[src/rtl/axi_aw_allocator_rr.sv]
// Round-robin AW allocator: merges N_TARG_PORT write-address channels onto one
// slave-facing AW port and pushes the winner's {BIN_ID, OH_ID} tag to the W allocator.
module axi_aw_allocator_rr #(
   parameter int AXI_ADDRESS_W = 32,
   parameter int AXI_USER_W    = 6,
   parameter int AXI_ID_IN     = 16,
   parameter int N_TARG_PORT   = 7,
   parameter int LOG_N_TARG    = $clog2(N_TARG_PORT)
) (
   input  logic                                         clk,
   input  logic                                         rst,
   input  logic [N_TARG_PORT-1:0][AXI_ID_IN-1:0]        awid_i,
   input  logic [N_TARG_PORT-1:0][AXI_ADDRESS_W-1:0]    awaddr_i,
   input  logic [N_TARG_PORT-1:0][7:0]                  awlen_i,
   input  logic [N_TARG_PORT-1:0][2:0]                  awsize_i,
   input  logic [N_TARG_PORT-1:0][1:0]                  awburst_i,
   input  logic [N_TARG_PORT-1:0]                       awlock_i,
   input  logic [N_TARG_PORT-1:0][3:0]                  awcache_i,
   input  logic [N_TARG_PORT-1:0][2:0]                  awprot_i,
   input  logic [N_TARG_PORT-1:0][3:0]                  awregion_i,
   input  logic [N_TARG_PORT-1:0][3:0]                  awqos_i,
   input  logic [N_TARG_PORT-1:0][AXI_USER_W-1:0]       awuser_i,
   input  logic [N_TARG_PORT-1:0]                       awvalid_i,
   output logic [N_TARG_PORT-1:0]                       awready_o,
   output logic [AXI_ID_IN-1:0]                         awid_o,
   output logic [AXI_ADDRESS_W-1:0]                     awaddr_o,
   output logic [7:0]                                   awlen_o,
   output logic [2:0]                                   awsize_o,
   output logic [1:0]                                   awburst_o,
   output logic                                         awlock_o,
   output logic [3:0]                                   awcache_o,
   output logic [2:0]                                   awprot_o,
   output logic [3:0]                                   awregion_o,
   output logic [3:0]                                   awqos_o,
   output logic [AXI_USER_W-1:0]                        awuser_o,
   output logic                                         awvalid_o,
   input  logic                                         awready_i,
   output logic                                         push_ID_o,
   output logic [LOG_N_TARG+N_TARG_PORT-1:0]            ID_o,
   input  logic                                         grant_FIFO_ID_i
);

   typedef enum logic {IDLE = 1'b0, LOCKED = 1'b1} state_t;

   state_t                  state_q, state_d;
   logic [LOG_N_TARG-1:0]   rr_ptr_q, rr_ptr_d;
   logic [LOG_N_TARG-1:0]   lock_q, lock_d;
   logic [LOG_N_TARG-1:0]   win_s;
   logic                    found_s;
   logic [LOG_N_TARG-1:0]   sel_s;
   logic [N_TARG_PORT-1:0]  oh_s;
   logic                    req_ok_s;

   function automatic logic [LOG_N_TARG-1:0] wrap_add(input logic [LOG_N_TARG-1:0] base,
                                                      input int unsigned off);
      int unsigned s;
      s = 32'(base) + off;
      if (s >= 32'(N_TARG_PORT)) begin
         s = s - 32'(N_TARG_PORT);
      end else begin
         s = s;
      end
      return LOG_N_TARG'(s);
   endfunction

   // first requesting port at or after rr_ptr_q, wrapping around
   always_comb begin
      win_s   = rr_ptr_q;
      found_s = 1'b0;
      for (int k = 0; k < N_TARG_PORT; k++) begin
         if (!found_s && awvalid_i[wrap_add(rr_ptr_q, k)]) begin
            win_s   = wrap_add(rr_ptr_q, k);
            found_s = 1'b1;
         end else begin
            found_s = found_s;
         end
      end
   end

   // grant index is frozen while LOCKED so the slave sees a stable payload
   always_comb begin
      sel_s = (state_q == LOCKED) ? lock_q : win_s;
      oh_s  = '0;
      oh_s[sel_s] = 1'b1;
   end

   assign req_ok_s = grant_FIFO_ID_i & found_s;

   assign awid_o     = awid_i[sel_s];
   assign awaddr_o   = awaddr_i[sel_s];
   assign awlen_o    = awlen_i[sel_s];
   assign awsize_o   = awsize_i[sel_s];
   assign awburst_o  = awburst_i[sel_s];
   assign awlock_o   = awlock_i[sel_s];
   assign awcache_o  = awcache_i[sel_s];
   assign awprot_o   = awprot_i[sel_s];
   assign awregion_o = awregion_i[sel_s];
   assign awqos_o    = awqos_i[sel_s];
   assign awuser_o   = awuser_i[sel_s];
   assign ID_o       = {sel_s, oh_s};

   // state, pointer and locked-index registers
   always_ff @(posedge clk or posedge rst) begin
      if (rst) begin
         state_q  <= IDLE;
         rr_ptr_q <= '0;
         lock_q   <= '0;
      end else begin
         state_q  <= state_d;
         rr_ptr_q <= rr_ptr_d;
         lock_q   <= lock_d;
      end
   end

   // next-state: pointer only moves on a completed handshake
   always_comb begin
      state_d  = state_q;
      rr_ptr_d = rr_ptr_q;
      lock_d   = lock_q;
      case (state_q)
         IDLE: begin
            if (req_ok_s && awready_i) begin
               rr_ptr_d = wrap_add(win_s, 1);
            end else if (req_ok_s) begin
               state_d = LOCKED;
               lock_d  = win_s;
            end else begin
               state_d = IDLE;
            end
         end
         LOCKED: begin
            // FIFO slot checked at lock time cannot be taken by anyone else
            if (awvalid_i[lock_q] && awready_i) begin
               state_d  = IDLE;
               rr_ptr_d = wrap_add(lock_q, 1);
            end else begin
               state_d = LOCKED;
            end
         end
         default: begin
            state_d = IDLE;
         end
      endcase
   end

   // handshake outputs, forced quiet while reset is asserted
   always_comb begin
      awvalid_o = 1'b0;
      awready_o = '0;
      push_ID_o = 1'b0;
      if (rst) begin
         awvalid_o = 1'b0;
      end else begin
         case (state_q)
            IDLE: begin
               if (req_ok_s) begin
                  awvalid_o = 1'b1;
                  awready_o = oh_s & {N_TARG_PORT{awready_i}};
                  push_ID_o = awready_i;
               end else begin
                  awvalid_o = 1'b0;
               end
            end
            LOCKED: begin
               awvalid_o = awvalid_i[lock_q];
               awready_o = oh_s & {N_TARG_PORT{awready_i}};
               push_ID_o = awvalid_i[lock_q] & awready_i;
            end
            default: begin
               awvalid_o = 1'b0;
            end
         endcase
      end
   end

endmodule
[config.mk]
export PLATFORM = sky130hd
export DESIGN_NAME = axi_aw_allocator_rr
export DESIGN_NICKNAME = d
export VERILOG_FILES = /design/src/rtl/axi_aw_allocator_rr.sv
export SDC_FILE = /design/constraint.sdc
export NUM_CORES = 1
export LEC_CHECK = 0
export ABC_AREA = 0
export BUFFER_PORTS_ARGS = -buffer_cell sky130_fd_sc_hd__buf_2
export CORE_AREA = 10 10 262 264
export CTS_CLUSTER_SIZE = 30
export DETAILED_ROUTE_END_ITERATION = 12
export DIE_AREA = 0 0 272 274
export PLACE_DENSITY_LB_ADDON = 0.05
export SLEW_MARGIN = 10
export SYNTH_ARGS = -nofsm -noshare
export SYNTH_HDL_FRONTEND = slang
export SYNTH_SLANG_ARGS = --single-unit
[constraint.sdc]
create_clock -name clk -period 12.2 [get_ports clk]
set_input_delay 2.44 -clock clk [delete_from_list [all_inputs] [get_ports clk]]
set_output_delay 2.44 -clock clk [all_outputs]
set_load 0.1 [all_outputs]
==> impl_results.md, run 1 <==
* Status: finished clean
* CP Capture Type: output pin
* Fillers at 7,359
* IO Count at 694
* Mapped Avg Cell Area at 7.53 um^2
* Post-placement cell area at 11,800 um^2
* DRC at 0
* Synth area leader: mux2i_1
* Initial antenna violation count at 26
* Setup WS post-layout at 2.07 ns
* Worst path arrival time at 7.69 ns
* Max H-tree Level at 1
* Reg clk slew, reported paths at 0.03 ns
* Pin count of the biggest net entering global routing at 118
* CTS Root Cell: clkbuf_16
* Starting Density at 12.2%
* Synth top area share at 22.4%
* Final clock skew at 0.00144 ns
* Max Clock Freq at 98.7 MHz
* Die ar. at 74,500 um^2
* Fin crit period at 10.13 ns
* Final setup fails at 0
* Post-route ant nets at 0
* Vert. Die Dim at 274 um
* Yosys reg bits at 7
* CTS Sinks at 7
* Global route overflow at 0
* Crit share post-route at 83.0%
* Slowest CP cell: fa_1
* Hold WS at 0.739 ns
* Top post-synthesis cells by area: mux2i_1 (22%), mux2_2 (9.1%), o22a_1 (6.1%)
* Number of flops mapped to enable cells by yosys at 0
* Asr flop ratio synth at 100%
* CORE AREA at 63,600 um^2
* Worst-Skew Late Latency at 0.23 ns
* Placer Congestion at 0.862
* Flop2flop setup slack at 6.41 ns
* Hold buffer count at cts at 0
* Fin. Hold Viols at 0
* Max cap viols at 0
* Critical path class: reg -> out
* Yosys cell types at 92
* Routed vias at 10,908
* WL per Instance at 26.7 um
* Fraction of layout cells with a size suffix above 1 at 49.1%
* DR pass1 iterations at 5
* First-pass GRT wire length at 90.1 mm
* Vias/cell at 4.37
* Slew @ Worst Pin at 1.04 ns
* Post-route setup TNS at 0 ns
* Cts bufs inserted at 3
* Critical-path cell list: clkinv_1, fa_1, mux2_2, o22a_1, and3_1, nor2_1, nand4_1, or3_1, o211a_1, o31ai_4, buf_12, buf_12, mux2_2, a221oi_1, o21ai_0, buf_2
* Ys flop type: dfrtp_1
* DIE WIDTH at 272 um
* Total GRT Usage at 16.6%
* Number of global-route vias before repair at 11,258
* Post-cts resize count at 0
* Synth warnings at 0
* Sequential area share after synthesis at 2.25%
* Post-Syn Area at 7770 um^2
* Slew Limit Fails at 0
* Final Cell Area at 11,900 um^2
* Nets at 2,247
* RSZ-0062 raised after global routing: no
* Synth-to-layout area growth at 53.2%
* Worst Hold Depth at 2
* Worst slew margin at 30.8%
* Port buffer count at 693
* Post-CTS setup buffer count at 0
* Pre-CTS WS at 1.97 ns
* Dpl hpwl at 55.6 mm
* Worst Path Required at 9.76 ns
* DRT Wirelength at 66.8 mm
* Max stage delay on crit path at 0.98 ns
* Post-Syn Nets at 1,641
* Row count at 93
* Crit Path Max Fanout at 117
* Initial DRC Count at 520
* Worst R2R Path Depth at 15
* Max clock buf depth at 2
* Synth Instances at 1,032
* CTS tree: done
* HP Class: reg -> reg
* CP Launch Type: flop
==> layout by cell type, fill, tap and decap left out, drive strengths merged, types with 12 or more instances in the layout <==
cell	synthesis	final
nor2b	15	15
buf	75	707
nor3	16	16
mux2i	175	175
o22a	54	54
a21oi	63	63
nor2	77	77
nand2b	12	12
ha	16	16
inv	21	20
nand2	61	61
nand3	15	15
o21ai	96	96
a221oi	31	31
mux2	65	65
a22oi	45	45
==> stage by stage <==
stage	cells	utilization (%)
final	2498	18.7
after detailed placement	2488	18.6
after CTS	2492	18.7
after global placement	2488	18.5
after global routing	2495	18.7
after floorplan	1032	-
==> per-layer routing <==
metal  track usage, %  vias up  share of wire, %
met5                0        -              0.18
met4             1.11       18              0.63
met3             4.12       50               6.3
met2             31.4      388                53
met1             19.1     5213                40
li1                 -     5239                 -
==> final timing paths <==
check / start / endpoint
worst max register to register: rr_ptr_q[2]$_DFFE_PP0P_ / rr_ptr_q[1]$_DFFE_PP0P_
worst max-delay path: rr_ptr_q[2]$_DFFE_PP0P_ / awburst_o[0]
worst min-delay path: rr_ptr_q[0]$_DFFE_PP0P_ / rr_ptr_q[0]$_DFFE_PP0P_
max in group asynchronous: rst / rr_ptr_q[0]$_DFFE_PP0P_
worst min register to register: rr_ptr_q[0]$_DFFE_PP0P_ / rr_ptr_q[0]$_DFFE_PP0P_
min in group asynchronous: rst / state_q$_DFF_PP0_
==> cell type report <==
class                      instances  area [um^2]  share of cell area, %
timing repair buffer             707         3630                   30.5
multi-input combinational        897         6850                   57.5
inverter                          22         86.3                  0.725
clock buffer                       4         78.8                  0.662
antenna                            6         15.0                  0.126
tap                              855         1070                   8.99
sequential                         7          176                   1.48
==> cell usage after synthesis, types with 5 or more instances <==
cell type  instances
a22oi_1           45
ha_1              16
a21oi_1           63
clkbuf_1          31
nand2b_1          12
buf_2             35
and3_1            10
o21ai_0           33
nand3_1           15
o22ai_1            5
o2111ai_1         11
o21ai_1           63
or3_1              5
and2_1             6
inv_1             18
a2111oi_0          5
nor2_1            69
nor3_1            16
o211ai_1           5
xnor2_1            9
buf_4             11
buf_6             27
dfrtp_1            7
nor2b_1           15
mux2_2            63
a221oi_1          29
nand2_1           60
a31oi_1           11
o22a_1            54
mux2i_1          174
==> registers in the layout, summed over array words and instances, names as in the netlist <==
signal / count
rr_ptr_q: 3
state_q: 1
lock_q: 3
==> logic make-up (layout without fill, tap and decap cells) <==
kind of cell | after synthesis | after routing | share of synthesized area (%)
AO/OA/AOI/OAI | 381 | 381 | 34.4
XOR/XNOR | 11 | 11 | 1.24
adder cells (fa/ha/maj) | 17 | 17 | 2.83
buffers and inverters | 128 | 733 | 10.1
flip-flops | 7 | 7 | 2.25
multiplexers | 244 | 244 | 33.3
other | 0 | 6 | 0
AND/OR/NAND/NOR | 244 | 244 | 16.0
==> critical path: cells and delay by family, from the launching register on <==
| family | cells | cell delay [ns] |
|---|---|---|
| AOI/OAI and AO/OA | 5 | 1.41 |
| and+or+nand+nor | 4 | 1.18 |
| adders and majority gates | 1 | 0.98 |
| buffers and inverters | 4 | 2.26 |
| DFF | 1 | 0.76 |
| muxes | 2 | 0.79 |
Power of run 1 is not shown: default switching activity piles up to over one toggle a cycle in this logic, so the estimate is an artifact.
==> run 2: changes to the inputs <==
Clock period 12.2 ns to 8.3 ns, I/O delays scaled along.
==> impl_results.md, run 2 (same netlist as run 1, synthesis figures left out) <==
* CP startpoint: awvalid_i[0] (was rr_ptr_q[2]$_DFFE_PP0P_)
* Met1 Resource Use GR at 19.6% (was 19.1%)
* IO Count at 694 (unchanged)
* Max cap viols at 0 (unchanged)
* WL per Instance at 26.2 um (was 26.7 um)
* Slew Limit Fails at 0 (unchanged)
* Slew @ Worst Pin at 0.923 ns (was 1.04 ns)
* Fin. Hold Viols at 0 (unchanged)
* Crit share post-route at 93.6%
* CP Capture Type: output pin (unchanged)
* Fin crit period at 7.76 ns
* Post-route setup TNS at 0 ns (unchanged)
* Biggest regs: lock_q: 3 flops, rr_ptr_q: 3 flops, state_q: 1 flops (unchanged)
* FF-to-FF End: rr_ptr_q[1]$_DFFE_PP0P_ (unchanged)
* Critical path class: in -> out (was reg -> out)
* DRC at 0 (unchanged)
* CTS Sinks at 7 (unchanged)
* Placer Congestion at 0.869 (was 0.862)
* CTS Root Cell: clkbuf_16 (unchanged)
* Crit Path Max Fanout at 50 (was 117)
* Vert. Die Dim at 274 um (unchanged)
* Global route overflow at 0 (unchanged)
* Synth-to-layout area growth at 66.1% (was 53.2%)
* Fraction of layout cells with a size suffix above 1 at 50.1% (was 49.1%)
* DRT Wirelength at 66.3 mm (was 66.8 mm)
* RSZ-0062 raised after global routing: no (unchanged)
* Nets at 2,273 (was 2,247)
* FF+latch area at 176 um^2 (unchanged)
* CORE AREA at 63,600 um^2 (unchanged)
* Total GRT Usage at 16.5% (was 16.6%)
* Pin count of the biggest net entering global routing at 52 (was 118)
* Post-cts resize count at 0 (unchanged)
* Worst slew margin at 36.7% (was 30.8%)
* Post-CTS setup buffer count at 0 (unchanged)
* DR pass1 iterations at 5 (unchanged)
* Hold buffer count at cts at 0 (unchanged)
* Worst-Skew Late Latency at 0.23 ns (about the same)
* Routed vias at 11,096 (was 10,908)
* Cts bufs inserted at 3 (unchanged)
* Setup WS post-layout at 0.535 ns (was 2.07 ns)
* Post-route ant nets at 0 (unchanged)
* Status: finished clean (unchanged)
* Worst Path Required at 6.64 ns (was 9.76 ns)
* Gr busiest metal: met2 (unchanged)
* Met2 Resource Use GR at 30.7% (was 31.4%)
* First-pass GRT wire length at 90.5 mm (was 90.1 mm)
* Row count at 93 (unchanged)
* Max Clock Freq at 129 MHz
* Worst path arrival time at 6.10 ns (was 7.69 ns)
* CTS tree: done (unchanged)
* Flop2flop setup slack at 3.48 ns (was 6.41 ns)
* DIE WIDTH at 272 um (unchanged)
* Port buffer count at 693 (unchanged)
* Initial antenna violation count at 28 (was 26)
* HP Class: reg -> reg (unchanged)
* Max clock buf depth at 2 (unchanged)
* Pre-CTS WS at 0.583 ns (was 1.97 ns)
* Min-delay src: lock_q[2]$_DFFE_PP0P_ (was rr_ptr_q[0]$_DFFE_PP0P_)
* Final setup fails at 0 (unchanged)
* Max H-tree Level at 1 (unchanged)
* Final clock skew at 0.00165 ns (was 0.00144 ns)
* CP Launch Type: input pin (was flop)
* Multi-input logic area at 6860 um^2 (was 6850 um^2)
* Reg clk slew, reported paths at 0.04 ns (was 0.03 ns)
* CP Capture Point: awlock_o (was awburst_o[0])
* Commonest cells after routing, fill and taps aside: buf_2 (644), mux2i_1 (174), o21ai_1 (71) (was buf_2 (691), mux2i_1 (174), nor2_1 (69))
* Fillers at 7,246 (was 7,359)
* Initial DRC Count at 503 (was 520)
* Die ar. at 74,500 um^2 (unchanged)
* Worst reg2reg path startpoint: rr_ptr_q[2]$_DFFE_PP0P_ (unchanged)
* Number of global-route vias before repair at 11,570 (was 11,258)
* Vias/cell at 4.39 (was 4.37)
* Starting Density at 12.2% (unchanged)
* Commonest non-fill, non-tap cell in the layout: buf_2 (unchanged)
* Worst R2R Path Depth at 16 (was 15)
* Dpl hpwl at 56.6 mm (was 55.6 mm)
* GR Layer Usage met3 at 3.65% (was 4.12%)
[run 2: cell count changes in the layout (fill, tap and decap cells not counted), moves of 2 or more]
cell	delta
buf_4	+19
diode_2	+2
o21ai_1	+8
buf_2	-47
buf_12	+54
o21ai_0	-8
[run 2: how the worst min path moves through the flow]
stage | endpoint | slack [ns] | depth (start not counted)
floorplan | rr_ptr_q[1]$_DFFE_PP0P_ | 0.72 | 4
global placement | lock_q[2]$_DFFE_PP0P_ | 0.77 | 1
detailed placement | lock_q[2]$_DFFE_PP0P_ | 0.77 | 1
CTS | lock_q[2]$_DFFE_PP0P_ | 0.79 | 1
global route | lock_q[2]$_DFFE_PP0P_ | 0.83 | 1
finish | lock_q[2]$_DFFE_PP0P_ | 0.77 | 1
[run 2: layout make-up]
cell class                      count  area share [%]
Tap cell                          855            8.29
Inverter                           22           0.669
Antenna cell                        8           0.155
Multi-Input combinational cell    897            53.1
Sequential cell                     7            1.37
Clock buffer                        4           0.611
Timing Repair Buffer              733            35.8
[run 2: critical path: stages]
cell and delay (ns):
buf_2 0.14, nor2b_1 0.15, a222oi_1 0.58, nor2_1 0.14
o31ai_4 0.34, nand4_1 0.24, or3_1 0.42, o211a_1 0.19
o31ai_4 0.31, buf_12 0.32, mux2i_1 0.82, nor2_1 0.08
a21oi_1 0.23, o21ai_1 0.09, buf_2 0.33
[run 2: routing by layer]
metal,vias to the layer above,wire (um)
li1,5289,-
met1,5315,26800
met2,432,34800
met3,44,4140
met4,16,431
met5,-,86
[run 2: stage by stage]
| step | hold WS [ns] | instances | util [%] | instance area, um^2 |
|---|---|---|---|---|
| 3_5_place_dp | 0.772 | 2514 | 20.1 | 12800 |
| 3_3_place_gp | 0.772 | 2514 | 20.1 | 12800 |
| 2_1_floorplan | 0.722 | 1032 | - | 7790 |
| 6_report | 0.775 | 2526 | 20.3 | 12900 |
| 5_1_grt | 0.834 | 2523 | 20.3 | 12900 |
| 4_1_cts | 0.786 | 2518 | 20.2 | 12900 |
Power of run 2 is left out for the same reason.
